`config.mk`:
```
export PLATFORM = sky130hd
export DESIGN_NAME = exception_controller_flat
export DESIGN_NICKNAME = d
export VERILOG_FILES = /design/src/rtl/exception_controller_if.sv /design/src/rtl/exception_controller.sv /design/src/flat_wrapper.sv
export SDC_FILE = /design/constraint.sdc
export NUM_CORES = 1
export LEC_CHECK = 0
export ABC_AREA = 1
export BUFFER_PORTS_ARGS = -buffer_cell sky130_fd_sc_hd__buf_2
export CAP_MARGIN = 15
export CORE_MARGIN = 2
export CORE_UTILIZATION = 48
export DETAILED_ROUTE_END_ITERATION = 10
export GPL_ROUTABILITY_DRIVEN = 0
export GPL_TIMING_DRIVEN = 0
export HOLD_SLACK_MARGIN = 0.12
export PLACE_DENSITY = 0.91
export SLEW_MARGIN = 20
export SYNTH_ARGS = -nofsm -noshare
export SYNTH_HDL_FRONTEND = slang
export SYNTH_SLANG_ARGS = --single-unit
```
`constraint.sdc`:
```
create_clock -name clk -period 2.14 [get_ports clk]
set_input_delay 0.214 -clock clk [delete_from_list [all_inputs] [get_ports clk]]
set_output_delay 0.214 -clock clk [all_outputs]
set_load 0.02 [all_outputs]
```
`src/rtl/exception_controller_if.sv`:
```
// Handshake bundle between exception detect, the exception controller and
// the PC-select / pipeline-flush consumers.
interface exception_controller_if #(
  parameter int PC_WIDTH = 32
);
  logic                exception_in;
  logic                ovf;
  logic                opcode;
  logic [PC_WIDTH-1:0] pc_in;
  logic                eret;
  logic                flush;
  logic                stall;
  logic                pc_sel;
  logic [PC_WIDTH-1:0] pc_target;
  logic [PC_WIDTH-1:0] epc;
  logic [1:0]          cause;
  logic                exc_active;
  logic                double_fault;

  modport master (
    output exception_in, ovf, opcode, pc_in, eret,
    input  flush, stall, pc_sel, pc_target,
    input  epc, cause, exc_active, double_fault
  );

  modport slave (
    input  exception_in, ovf, opcode, pc_in, eret,
    output flush, stall, pc_sel, pc_target,
    output epc, cause, exc_active, double_fault
  );
endinterface

```
`src/rtl/exception_controller.sv`:
```
// Exception sequencer: capture EPC/cause, flush, redirect to the handler,
// track handler residency and return to EPC on ERET.
module exception_controller #(
  parameter int                     PC_WIDTH       = 32,
  parameter logic [PC_WIDTH-1:0]    HANDLER_VECTOR = PC_WIDTH'(32'h0000_0080),
  parameter int                     FLUSH_CYCLES   = 2
) (
  input logic                 clk,
  input logic                 rst,
  exception_controller_if.slave bus
);

  typedef enum logic [2:0] {
    IDLE,
    FLUSH,
    REDIRECT,
    HANDLER,
    RETURN
  } state_t;

  localparam logic [3:0] CNT_INIT = 4'(FLUSH_CYCLES - 1);

  state_t              state;
  state_t              next_state;
  logic [3:0]          cnt;
  logic [PC_WIDTH-1:0] epc_q;
  logic [1:0]          cause_q;
  logic                df_q;

  always_ff @(posedge clk or posedge rst) begin
    if (rst) begin
      state   <= IDLE;
      cnt     <= '0;
      epc_q   <= '0;
      cause_q <= 2'b00;
      df_q    <= 1'b0;
    end else begin
      state <= next_state;
      if (state == IDLE && bus.exception_in) begin
        epc_q   <= bus.pc_in;
        cause_q <= {bus.opcode, bus.ovf};
        cnt     <= CNT_INIT;
      end else if (state == FLUSH && cnt != 4'd0) begin
        cnt <= cnt - 4'd1;
      end
      // A fault inside the handler is only recorded; context is preserved.
      if (state == HANDLER && bus.exception_in) begin
        df_q <= 1'b1;
      end
    end
  end

  always_comb begin
    next_state = state;
    case (state)
      IDLE:     if (bus.exception_in) next_state = FLUSH;
      FLUSH:    if (cnt == 4'd0) next_state = REDIRECT;
      REDIRECT: next_state = HANDLER;
      HANDLER:  if (bus.eret) next_state = RETURN;
      RETURN:   next_state = IDLE;
      default:  next_state = IDLE;
    endcase
  end

  always_comb begin
    bus.flush      = 1'b0;
    bus.stall      = 1'b0;
    bus.pc_sel     = 1'b0;
    bus.pc_target  = '0;
    bus.exc_active = 1'b0;
    case (state)
      FLUSH: begin
        bus.flush = 1'b1;
        bus.stall = 1'b1;
      end
      REDIRECT: begin
        bus.flush     = 1'b1;
        bus.pc_sel    = 1'b1;
        bus.pc_target = HANDLER_VECTOR;
      end
      HANDLER: begin
        bus.exc_active = 1'b1;
      end
      RETURN: begin
        bus.flush     = 1'b1;
        bus.pc_sel    = 1'b1;
        bus.pc_target = epc_q;
      end
      default: begin
      end
    endcase
  end

  assign bus.epc          = epc_q;
  assign bus.cause        = cause_q;
  assign bus.double_fault = df_q;

endmodule
```
`src/flat_wrapper.sv`:
```
// flat-port wrapper written by rule: the top's interface ports become plain ports
module exception_controller_flat 
#(
  parameter int                     PC_WIDTH       = 32,
  parameter logic [PC_WIDTH-1:0]    HANDLER_VECTOR = PC_WIDTH'(32'h0000_0080),
  parameter int                     FLUSH_CYCLES   = 2
)
  (clk, rst, bus_exception_in, bus_ovf, bus_opcode, bus_pc_in, bus_eret, bus_flush, bus_stall, bus_pc_sel, bus_pc_target, bus_epc, bus_cause, bus_exc_active, bus_double_fault);
  exception_controller_if #(.PC_WIDTH(PC_WIDTH)) bus_i ();
  input logic clk;
  input logic rst;
  input wire logic [$bits(bus_i.exception_in)-1:0] bus_exception_in;
  input wire logic [$bits(bus_i.ovf)-1:0] bus_ovf;
  input wire logic [$bits(bus_i.opcode)-1:0] bus_opcode;
  input wire logic [$bits(bus_i.pc_in)-1:0] bus_pc_in;
  input wire logic [$bits(bus_i.eret)-1:0] bus_eret;
  output wire logic [$bits(bus_i.flush)-1:0] bus_flush;
  output wire logic [$bits(bus_i.stall)-1:0] bus_stall;
  output wire logic [$bits(bus_i.pc_sel)-1:0] bus_pc_sel;
  output wire logic [$bits(bus_i.pc_target)-1:0] bus_pc_target;
  output wire logic [$bits(bus_i.epc)-1:0] bus_epc;
  output wire logic [$bits(bus_i.cause)-1:0] bus_cause;
  output wire logic [$bits(bus_i.exc_active)-1:0] bus_exc_active;
  output wire logic [$bits(bus_i.double_fault)-1:0] bus_double_fault;
  assign bus_i.exception_in = bus_exception_in;
  assign bus_i.ovf = bus_ovf;
  assign bus_i.opcode = bus_opcode;
  assign bus_i.pc_in = bus_pc_in;
  assign bus_i.eret = bus_eret;
  assign bus_flush = bus_i.flush;
  assign bus_stall = bus_i.stall;
  assign bus_pc_sel = bus_i.pc_sel;
  assign bus_pc_target = bus_i.pc_target;
  assign bus_epc = bus_i.epc;
  assign bus_cause = bus_i.cause;
  assign bus_exc_active = bus_i.exc_active;
  assign bus_double_fault = bus_i.double_fault;
  exception_controller #(.PC_WIDTH(PC_WIDTH), .HANDLER_VECTOR(HANDLER_VECTOR), .FLUSH_CYCLES(FLUSH_CYCLES)) u_core (.clk(clk), .rst(rst), .bus(bus_i));
endmodule
```
# Word-level counts from Yosys, hierarchy flattened
# Index checks and enable logic that the tools add are counted.
dict set report classes {
  mux 11
  n_bitwise 0
  addsub 1
  n_mul 0
  n_eq_ne 7
  reduce_logical 10
  div 0
  shift 0
  n_lt_le_gt_ge 0
}
# operator count
set op_table {}
lappend op_table {{32-bit case mux with 2 select lines} 1}
lappend op_table {{3-bit case mux with 4 select lines} 1}
lappend op_table {{3-bit 2-to-1 mux} 3}
lappend op_table {{4-bit 2-to-1 mux} 2}
lappend op_table {{3-bit by 2-bit equality test with 1-bit output (second input constant)} 2}
lappend op_table {{2-bit != test (second input constant)} 3}
lappend op_table {{4-bit logical NOT} 1}
lappend op_table {{1-bit 2-to-1 mux} 4}
lappend op_table {{4-bit nonzero test} 1}
lappend op_table {{4-bit by 1-bit subtractor with 4-bit output (second input constant)} 1}
lappend op_table {{3-bit by 1-bit equality test with 1-bit output (second input constant)} 1}
lappend op_table {{3-bit equality test (second input constant)} 1}
lappend op_table {{1-bit logical AND} 3}
lappend op_table {{3-bit logical NOT} 1}
lappend op_table {{3-bit AND reduction} 1}
lappend op_table {{3-bit OR reduction} 1}
lappend op_table {{2-bit nonzero test} 1}
lappend op_table {{2-bit OR reduction} 1}
dict set report word_totals {
  in_bits 38
  out_inout_bits 71
  regBits 42
  latch_bits 0
  ramBits 0
  mem_bits_ro 0
  word_cells 34
  mem_count 0
}

# Depth between registers and ports, before layout
# Gate-level depths: netlist (run 1).
dict set report logic_depth {
  depth_word 4
  ltp_mapped 7
  depth_no_buf 7
}

# Worst setup path after synthesis (run 1)
# No wires, ideal clock.
dict set report synth_timing {
  path_kind {register to output}
  startpoint {register u_core.state[0]}
  endpoint {output port bus_pc_target[7]}
  path_stages_with_launch 4
  arrival_time_ns 1.142
  setup_slack_ns 0.784
  t_required_ns 1.926
  cell_sequence {dfrtp_1 -> nor2_1 -> nand2_1 -> o21ai_0}
}
dict set report synth_between {
  elab_chain_cells 2
  word_cells_on_any_way 3
}
# item line
set synth_rtl {}
lappend synth_rtl {{start, declared} exception_controller.sv:23} ;# state_t state;
lappend synth_rtl {{start signal, assigned} exception_controller.sv:38} ;# state <= next_state;
lappend synth_rtl {{3-bit equality test or 3-bit by 2-bit equality test with 1-bit output (tied branches)} exception_controller.sv:71} ;# case (state)
lappend synth_rtl {{32-bit case mux with 2 select lines (*)} exception_controller.sv:71}
lappend synth_rtl {{end, declared} flat_wrapper.sv:20} ;# output wire logic [$bits(bus_i.pc_target)-1:0] bus_pc_target;
# Mark *: on every way between the ends. The rest lies on a longest branch, timed or not.

# Worst setup path in the final report (run 1)
dict set report layout_timing {
  startpoint {register u_core.state[0]}
  endpoint {output port bus_pc_target[5]}
}
# Same word-level chain as after synthesis.

==> out/results.tsv, run 1 <==
stage	metric	value	unit
outcome	status	completed	
yosys	Synth Register Bits	42	
worst_setup_path	maximum fanout along the worst path	10	
cells_and_area	Fillers	338	
routing	met3 wire len	363	µm
grt	largest net degree at the start of global routing	24	
sta	highest clock rate	0.574	GHz
pwr	clock power share	11.5	%
routing	DR WL/cell	12.0	µm
hold_path	worst hold start	bus_pc_in[16]	
pwr	P_int	2.13	mW
floorplanning	Rows	23	
worst_setup_path	startpoint types	flip-flop	
grt	global-route wire length before repair	8.16	mm
routing	drt initial violations	103	
floorplanning	I/O pins	109	
run	MaxCap Viol Count	0	
sta	Final TNS setup	0	ns
clocking	latest clock arrival within the worst-skew pair	0.28	ns
yosys	Yosys cell types	22	
hold_path	Worst Hold Depth	3	
floorplanning	core box area	4030	µm²
pwr	Leakage	1.61	nW
sta	Slew HR	69.2	%
worst_setup_path	Crit path arrival time	1.53	ns
clocking	clk slew on worst S/H paths	0.07	ns
pwr	switch share	46.6	%
sta	Pins Over Slew Limit	0	
clocking	cts bufs inserted	5	
yosys	Cell Area, Synth	2030	µm²
pwr	Psw	1.86	mW
pwr	Reg power frac	34.7	%
yosys	Synth Warn #	0	
floorplanning	die width	69.1	µm
worst_setup_path	crit end category	primary output	
pwr	Worst VDD drop	0.000776	V
clocking	CTS root buffer	clkbuf_8	
yosys	net count after synthesis	282	
clocking	# H-tree levels	2	
cells_and_area	final net count	400	
sta	final worst-path cycle share	81.4	%
cells_and_area	Reg area	1050	µm²
worst_setup_path	R2R cell count	5	
yosys	sequential element share of the synthesized area	51.7	%
routing	total routed wirelength	4.94	mm
routing	Final ANT Viol Nets	0	
floorplanning	starting density of the core	50.4	%
sta	RSZ-0062 raised after global routing	false	
placed_design	Post-DP Area	2660	µm²
routing	DR top layer	met4	
worst_setup_path	RR Startpoint	u_core.state[0]	
floorplanning	DIE HEIGHT	69.1	µm
cells_and_area	Final Cell Area	2760	µm²
pwr	P per Cell Area	1450	nW/µm²
routing	WL met2	2.53	mm
cells_and_area	Area Growth Syn to Fin	35.8	%
routing	met1 WL	2.00	mm
sta	Worst Tran Pin Value	0.462	ns
routing	drt pass-1 iters	4	
cells_and_area	share of layout cells above drive strength 1	40.3	%
hold_path	Min-Delay Path Class	input pin to flip-flop	
placed_design	dpl hpwl	3.83	mm
cells_and_area	antenna cells	0	
yosys	Post-Syn Instances	242	
grt	number of global-route vias before repair	1849	
worst_setup_path	RR Endpoint	u_core.bus.epc[1]	
clocking	CTS tree	yes	
cells_and_area	area of the multi-input gates	723	µm²
clocking	Clock Path Buffers	2	
pwr	logic gate share of total power	53.8	%
worst_setup_path	kind of critical path	flip-flop to primary output	
clocking	CTS resizes	0	
sta	min Tclk post-route	1.74	ns
worst_setup_path	required time worst endpoint	1.93	ns
worst_setup_path	R2R Setup Slk	0.65	ns
floorplanning	die area	4770	µm²
sta	Worst Skew	0.00426	ns
routing	vias per cell	4.63	
grt	initial antenna violation count	0	
clocking	CTS sink cnt	42	
grt	total track usage	21.4	%
hold_path	hold path endpoint	u_core.bus.epc[16]	
placed_design	Port Buffers	108	
routing	Residual DRC	0	
yosys	Syn Area/Cell	8.40	µm²
grt	Overflow after GRT	0	
routing	total number of vias	1898	
sta	Final setup viols	0	
sta	Hold Vio Cnt, Final	0	
-- worst max path at each step --
| stage | slack, ns | end | depth (start not counted) | start |
|---|---|---|---|---|
| 6_report | 0.40 | bus_pc_target[5] | 5 | u_core.state[0] |
| 5_1_grt | 0.22 | bus_pc_target[5] | 5 | u_core.state[0] |
| 4_1_cts | 0.38 | bus_pc_target[5] | 5 | u_core.state[0] |
| 3_5_place_dp | 0.65 | u_core.bus.epc[1] | 5 | u_core.state[0] |
| 3_3_place_gp | 0.44 | u_core.bus.epc[24] | 2 | rst |
| 2_1_floorplan | 0.78 | bus_pc_target[7] | 3 | u_core.state[0] |
-- synth_stat cells (all sizes together) --
| master | count | area [µm²] |
|---|---|---|
| a21o | 1 | 7.51 |
| a31oi | 1 | 6.26 |
| buf | 9 | 82.6 |
| clkbuf | 1 | 3.75 |
| dfrtp | 42 | 1050 |
| ha | 2 | 25.0 |
| inv | 45 | 171 |
| nand2 | 55 | 206 |
| nand3 | 10 | 62.6 |
| nand3b | 1 | 7.51 |
| nand4 | 1 | 6.26 |
| nor2 | 38 | 150 |
| o21ai | 35 | 243 |
| xor2 | 1 | 8.76 |
-- per-stage QoR --
stage | cells | hold WS, ns | setup slack (ns) | util, % | total power, mW
2_1_floorplan | 242 | 0.324 | 0.784 | - | 2.87
3_3_place_gp | 400 | 0.410 | 0.438 | 65.4 | 3.47
3_5_place_dp | 401 | 0.254 | 0.651 | 66.1 | 3.56
4_1_cts | 409 | 0.122 | 0.376 | 68.2 | 4.03
5_1_grt | 410 | 0.126 | 0.221 | 68.5 | 4.33
6_report | 410 | 0.134 | 0.398 | 68.5 | 3.99
-- what timing repair did --
item                                    in CTS  in global routing
hold buffers                                 1                  1
buffers inserted                             0                  0
endpoints found under the setup margin       0                  0
hold endpoints to repair                    19                  1
-- metal layers --
metal	track usage, %	vias up
li1	-	965
met5	0	-
met4	8.06	0
met2	35.8	79
met3	6.43	4
met1	26.1	850
-- worst max-delay path: stages, from the launching register on --
cell and delay [ns]:
dfrtp_1 0.45, nor2_1 0.13, nand2_1 0.14, buf_2 0.23
nor2_1 0.12, buf_2 0.17
-- placed cells by master, fill, tap and decap left out, drive strengths merged, types with 2 or more instances in the layout --
| cell | netlist | routed |
|---|---|---|
| clkbuf | 1 | 8 |
| dfrtp | 42 | 42 |
| buf | 9 | 118 |
| nand3 | 10 | 10 |
| inv | 45 | 45 |
| dlygate4sd3 | 0 | 2 |
| o21ai | 35 | 35 |
| nand2 | 55 | 55 |
| ha | 2 | 2 |
| nor2 | 38 | 38 |
-- logic make-up (layout without fill, tap and decap cells) --
logic type	Yosys count	in the layout	share of synthesized area [%]
buf+inv	55	173	12.7
flops	42	42	51.7
fa+ha+maj	2	2	1.23
compound gates	37	37	12.6
xor+xnor	1	1	0.431
simple gates	105	105	21.3
-- area by class of cell --
class | instances | share of cell area [%]
inverters | 45 | 6.21
well taps | 50 | 2.27
plain buffers | 10 | 3.13
flip-flops and latches | 42 | 38.1
multi-input cells | 145 | 26.2
clock buffers | 7 | 2.77
repair buffers | 111 | 21.3
-- power groups by stage --
stage | Combinational, mW | Clock, mW | Sequential, mW
3_3_place_gp | 2.09 | 0 | 1.38
2_1_floorplan | 1.10 | 0 | 1.77
5_1_grt | 2.37 | 0.523 | 1.43
4_1_cts | 2.17 | 0.476 | 1.38
3_5_place_dp | 2.17 | 0 | 1.39
6_report | 2.15 | 0.460 | 1.38
-- state kept, by name, summed over array words and instances, names as in the netlist --
| register | count |
|---|---|
| u_core.bus.epc | 32 |
| u_core.cnt | 4 |
| u_core.state | 3 |
| u_core.bus.cause | 2 |
| u_core.bus.double_fault | 1 |
Note: power is estimated with default switching activity, not from simulation.
==> run 2, diff against run 1 <==
Settings changed: CORE_UTILIZATION 48 to 40, PLACE_DENSITY 0.91 to 0.82.
Clock period 2.14 ns to 1.4 ns, I/O delays scaled along.
==> run 2 against run 1 <==
Wire length rose by 57%. The run now ends with setup timing left. Power rose by 86%. Largest power group unchanged. First-iteration DRC count rose by 0.97%. Highest routed layer unchanged. Setup slack got worse by 0.60 ns.
==> out/results.tsv, run 2 (synthesis gave the netlist of run 1 again) <==
stage	metric	value	unit	change
worst_setup_path	crit end category	primary output		
routing	total routed wirelength	7.76	mm	+57%
worst_setup_path	required time worst endpoint	1.26	ns	-0.67 ns
floorplanning	Rows	25		+8.7%
clocking	CTS root buffer	clkbuf_8		
sta	Final setup viols	36		+36
placed_design	dpl hpwl	3.87	mm	+0.86%
routing	WL met2	4.06	mm	+60%
placed_design	Placement Setup Slack	-0.0940	ns	-0.745 ns
outcome	violated checks	setup timing		
run	MaxCap Viol Count	0		unchanged
worst_setup_path	max incr delay on CP	0.46	ns	about the same
pwr	Worst VDD drop	0.000979	V	+26%
worst_setup_path	maximum fanout along the worst path	10		unchanged
routing	Residual DRC	0		unchanged
cells_and_area	Fillers	304		-10%
worst_setup_path	R2R cell count	8		+3
worst_setup_path	kind of critical path	flip-flop to primary output		
routing	met3 wire len	448	µm	+23%
clocking	clk slew on worst S/H paths	0.08	ns	about the same
floorplanning	DIE HEIGHT	75.3	µm	+9.0%
cells_and_area	post-layout util	77.0	%	+8.5 points
worst_setup_path	Crit path arrival time	1.47	ns	-0.06 ns
worst_setup_path	startpoint types	flip-flop		
worst_setup_path	Buffers & Inverters on Critical Path	2		unchanged
grt	number of global-route vias before repair	2106		+14%
clocking	latest clock arrival within the worst-skew pair	0.30	ns	+0.02 ns
sta	Worst Tran Pin Value	0.432	ns	-0.0298 ns
hold_path	Min-Delay Path Class	input pin to asynchronous set/reset pin		
placed_design	Placed Cells	418		+4.2%
sta	Fin Hold WS	0.406	ns	+0.272 ns
worst_setup_path	crit path from	u_core.state[0]		
clocking	CTS sink cnt	42		unchanged
sta	Hold Vio Cnt, Final	0		unchanged
grt	initial antenna violation count	0		unchanged
worst_setup_path	Critical-path top delay cell	dfrtp_2		
floorplanning	core box area	4820	µm²	+20%
sta	Worst Skew	0.00310	ns	-0.00116 ns
cells_and_area	Final Cell Area	3710	µm²	+34%
grt	largest net degree at the start of global routing	26		+8.3%
worst_setup_path	R2R Setup Slk	-0.05	ns	-0.70 ns
sta	min Tclk post-route	1.61	ns	
outcome	status	finished, violations left		
grt	total track usage	23.9	%	+2.5 points
pwr	Leakage	1.93	nW	+20%
grt	Overflow after GRT	0		unchanged
clocking	Clock Path Buffers	2		unchanged
placed_design	Post-DP Area	2680	µm²	+0.52%
floorplanning	die width	75.3	µm	+9.0%
sta	highest clock rate	0.623	GHz	
worst_setup_path	Worst Setup EP	bus_pc_target[26]		
worst_setup_path	Crit path depth	5		unchanged
worst_setup_path	CP cell instances	nor2_4 > nand2_4 > buf_8 > nor2_1 > buf_4		
cells_and_area	fin cells	476		+16%
cells_and_area	share of layout cells above drive strength 1	50.6	%	+10 points
routing	DR WL/cell	16.3	µm	+35%
routing	drt initial violations	104		+0.97%
clocking	CTS tree	yes		
floorplanning	die area	5670	µm²	+19%
grt	global-route wire length before repair	9.96	mm	+22%
cells_and_area	antenna cells	0		unchanged
cells_and_area	final net count	448		+12%
cells_and_area	most common cell after layout, fill and taps aside	buf_2		
pwr	total power	7.41	mW	+86%
worst_setup_path	Top Family by Delay on Critical Path	flip-flops		
routing	met1 WL	3.03	mm	+51%
cells_and_area	Largest register FFs	32		unchanged
clocking	cts bufs inserted	5		unchanged
cells_and_area	Area Growth Syn to Fin	82.6	%	
clocking	# H-tree levels	2		unchanged
routing	total number of vias	2290		+21%
sta	Final TNS setup	-4.12	ns	-4.12 ns
sta	final worst-path cycle share	115	%	
routing	vias per cell	4.81		+3.9%
sta	Slew HR	71.1	%	+2.0 points
pwr	P per Cell Area	2000	nW/µm²	+38%
sta	RSZ-0062 raised after global routing	true		
placed_design	Port Buffers	108		unchanged
floorplanning	starting density of the core	42.2	%	-8.3 points
worst_setup_path	RR Startpoint	u_core.state[2]		
routing	drt pass-1 iters	4		unchanged
worst_setup_path	RR Endpoint	u_core.bus.epc[30]		
cells_and_area	commonest non-fill, non-tap cells in the layout	72 x buf_2, 42 x inv_1, 40 x dfrtp_1, 37 x dlygate4sd3_1, 35 x nand2_1		
routing	DR top layer	met4		
sta	fin worst setup slack	-0.206	ns	-0.604 ns
floorplanning	I/O pins	109		unchanged
sta	Pins Over Slew Limit	0		unchanged
routing	Final ANT Viol Nets	0		unchanged
## run 2: changes by cell type in the layout (fill, tap and decap cells not counted), moves of 12 or more
cell           change
buf_2             -39
nand2_2           +18
nor2_4            +12
nand2_1           -20
dlygate4sd3_1     +35
buf_4             +31
nor2_1            -18
## run 2: power breakdown
part	leakage, nW	internal [mW]	switching, mW
Sequential	0.513	1.79	0.365
Combinational	1.37	1.74	2.70
Clock	0.0482	0.398	0.423
## run 2: layer usage
metal | GRT usage [%] | vias up
li1 | - | 1067
met1 | 26.4 | 1101
met4 | 10.1 | 0
met5 | 0 | -
met2 | 43.7 | 101
met3 | 5.62 | 21
## run 2: worst min-delay path: cells and delay by family
kind	cells	cell delay [ns]
buf+inv	3	0.99
## run 2: final cells by class
class                      count  area (µm²)  area share [%]
timing repair buffer         159        1260            34.0
multi-input combinational    145         907            24.5
clock buffer                   7        86.3            2.33
clock inverter                 1        5.00           0.135
tap                           67        83.8            2.26
sequential                    42        1050            28.4
inverter                      45         171            4.62
buffer                        10         141            3.81
## run 2: worst min path at each step
stage	start	to	slack (ns)	cells after the start
after detailed placement	rst	u_core.bus.epc[13]	0.16	2
after global routing	rst	u_core.cnt[2]	0.44	3
final	rst	u_core.bus.cause[1]	0.41	3
after CTS	rst	u_core.bus.cause[1]	0.39	3
after global placement	bus_ovf	u_core.bus.cause[0]	0.34	3
after floorplan	bus_ovf	u_core.bus.cause[0]	0.25	2
## run 2: timing repair
| item | 4_1_cts | 5_1_grt |
|---|---|---|
| hold buffers | 37 | 0 |
| hold endpoints to repair | 53 | 0 |
| setup buffers | 5 | 4 |
| gates cloned | 1 | 4 |
| pin swaps | 2 | 1 |
| gates resized for setup | 78 | 61 |
| setup endpoints to repair | 45 | 68 |
==> run 3, diff against run 2 <==
Settings changed: SKIP_CTS_REPAIR_TIMING from default to 1.
==> run 3 against run 2 <==
The flow still finishes with violations (setup timing). Global-route usage decreased by 5.9 points. Register-to-register slack about the same. Maximum frequency fell by 2.6%. Clock-buffer cell count stayed put. Non-clock buffer count rose by 9. Hold slack got worse by 0.022 ns. Final area up 7.3%. First-iteration DRC count up 41%.
==> out/results.tsv, run 3 (synthesis gave the netlist of run 1 again) <==
stage	metric	value	unit	change
clocking	CTS root buffer	clkbuf_8		
floorplanning	DIE HEIGHT	75.3	µm	unchanged
grt	number of global-route vias before repair	1682		-20%
floorplanning	I/O pins	109		unchanged
floorplanning	Rows	25		unchanged
sta	min Tclk post-route	1.65	ns	+0.0430 ns
worst_setup_path	Buffers & Inverters on Critical Path	2		unchanged
clocking	clk slew on worst S/H paths	0.08	ns	about the same
worst_setup_path	maximum fanout along the worst path	5		-5
outcome	violated checks	setup timing		
routing	total number of vias	2423		+5.8%
floorplanning	die area	5670	µm²	unchanged
cells_and_area	final net count	458		+2.2%
pwr	total power	7.88	mW	+6.2%
pwr	P per Cell Area	1980	nW/µm²	-1.0%
sta	fin worst setup slack	-0.249	ns	-0.0430 ns
worst_setup_path	R2R Setup Slk	-0.05	ns	about the same
sta	Hold Vio Cnt, Final	0		unchanged
worst_setup_path	CP cell instances	nor2_4 > nand2_4 > buf_6 > nor2_2 > buf_4		
grt	largest net degree at the start of global routing	26		unchanged
sta	Slew HR	72.0	%	+0.81 points
sta	Final setup viols	64		+78%
clocking	Clock Path Buffers	2		unchanged
clocking	cts bufs inserted	5		unchanged
cells_and_area	share of layout cells above drive strength 1	56.8	%	+6.2 points
floorplanning	die width	75.3	µm	unchanged
routing	total routed wirelength	8.46	mm	+9.1%
worst_setup_path	max incr delay on CP	0.47	ns	about the same
clocking	# H-tree levels	2		unchanged
sta	Final TNS setup	-6.46	ns	-2.34 ns
worst_setup_path	crit end category	primary output		
cells_and_area	Area Growth Syn to Fin	95.9	%	
routing	vias per cell	4.99		+3.6%
worst_setup_path	required time worst endpoint	1.26	ns	about the same
cells_and_area	Largest register FFs	32		unchanged
cells_and_area	antenna cells	0		unchanged
cells_and_area	Fillers	252		-17%
sta	Worst Skew	0.00499	ns	+0.00189 ns
cells_and_area	commonest non-fill, non-tap cells in the layout	73 x buf_2, 41 x inv_1, 39 x dfrtp_1, 37 x dlygate4sd3_1, 32 x buf_4		
grt	global-route wire length before repair	7.57	mm	-24%
placed_design	Port Buffers	108		unchanged
worst_setup_path	RR Startpoint	u_core.state[2]		
routing	drt pass-1 iters	4		unchanged
worst_setup_path	Critical-path top delay cell	dfrtp_2		
sta	highest clock rate	0.606	GHz	-2.6%
run	MaxCap Viol Count	0		unchanged
routing	Residual DRC	0		unchanged
grt	initial antenna violation count	0		unchanged
routing	Final ANT Viol Nets	0		unchanged
clocking	CTS sink cnt	42		unchanged
sta	RSZ-0062 raised after global routing	true		
hold_path	Min-Delay Path Class	input pin to asynchronous set/reset pin		
worst_setup_path	kind of critical path	flip-flop to primary output		
pwr	Worst VDD drop	0.00105	V	+6.9%
clocking	latest clock arrival within the worst-skew pair	0.29	ns	about the same
sta	Worst Tran Pin Value	0.420	ns	-0.0121 ns
floorplanning	core box area	4820	µm²	unchanged
routing	drt initial violations	147		+41%
cells_and_area	post-layout util	82.6	%	+5.6 points
placed_design	dpl hpwl	3.87	mm	unchanged
clocking	CTS tree	yes		
worst_setup_path	Crit path arrival time	1.51	ns	+0.04 ns
worst_setup_path	RR Endpoint	u_core.bus.epc[28]		
sta	Pins Over Slew Limit	0		unchanged
worst_setup_path	Top Family by Delay on Critical Path	flip-flops		
floorplanning	starting density of the core	42.2	%	unchanged
cells_and_area	most common cell after layout, fill and taps aside	buf_2		
worst_setup_path	R2R cell count	8		unchanged
grt	Overflow after GRT	0		unchanged
routing	DR WL/cell	17.4	µm	+6.8%
grt	total track usage	18.0	%	-5.9 points
pwr	Leakage	2.09	nW	+8.4%
worst_setup_path	startpoint types	flip-flop		
outcome	status	finished, violations left		
sta	final worst-path cycle share	118	%	+3.1 points
==> run 3: cell types whose count changed in the layout (fill, tap and decap cells not counted), moves of 3 or more <==
cell       previous run  this run
nand2_4               2        15
nand2_1              35        27
buf_6                15        21
nor2_1               19        13
o21ai_1               9         4
o21ai_2              23        28
nand2_2              18        14
nor2_4               13        17
clkbuf_16             4         7
==> run 3: how the worst max path moves through the flow <==
stage / startpoint / to / slack, ns / cells after the start
2_1_floorplan: u_core.state[2] / u_core.cnt[1] / 0.06 / 6
3_3_place_gp: rst / u_core.bus.epc[27] / -0.30 / 2
3_5_place_dp: u_core.state[0] / u_core.bus.epc[3] / -0.09 / 5
4_1_cts: u_core.state[0] / bus_pc_target[8] / -0.35 / 5
5_1_grt: u_core.state[1] / bus_pc_target[3] / -0.27 / 5
6_report: u_core.state[1] / bus_pc_target[3] / -0.25 / 5
==> run 3: per-layer routing <==
layer	vias to the layer above	GRT usage (%)	share of wire (%)
met5	-	0	0
met4	0	6.63	4.3
met3	37	4.15	6.3
met2	127	30.5	53
met1	1172	22.4	37
li1	1087	-	-
==> run 3: power breakdown <==
| group | internal [mW] | switching (mW) |
|---|---|---|
| clock network | 0.399 | 0.434 |
| registers | 1.79 | 0.388 |
| logic | 1.93 | 2.93 |
==> run 3: cell type report <==
class	instances	area, µm²	share of cell area (%)
repair buffers	168	1380	34.7
flip-flops and latches	42	1050	26.5
multi-input cells	146	1050	26.4
inverters	45	171	4.31
plain buffers	10	146	3.68
clock buffers	7	86.3	2.17
well taps	67	83.8	2.11
clock inverters	1	5.00	0.126
==> run 3: stage by stage <==
stage	setup WS [ns]	cell area, µm²	hold slack [ns]	std cells
after detailed placement	-0.0940	2680	0.160	418
after CTS	-0.354	2770	-0.161	426
after global placement	-0.295	2660	0.338	417
final	-0.249	3980	0.384	486
after floorplan	0.0580	2030	0.250	242
after global routing	-0.266	3980	0.419	486
==> run 3: worst register-to-register path: stages, from the launching register on <==
cell and delay (ns):
dfrtp_2 0.47, nor2_4 0.16, buf_6 0.12, nand3_4 0.09, inv_4 0.11, buf_12 0.16, clkbuf_16 0.18, nand2_4 0.05
o21ai_2 0.05
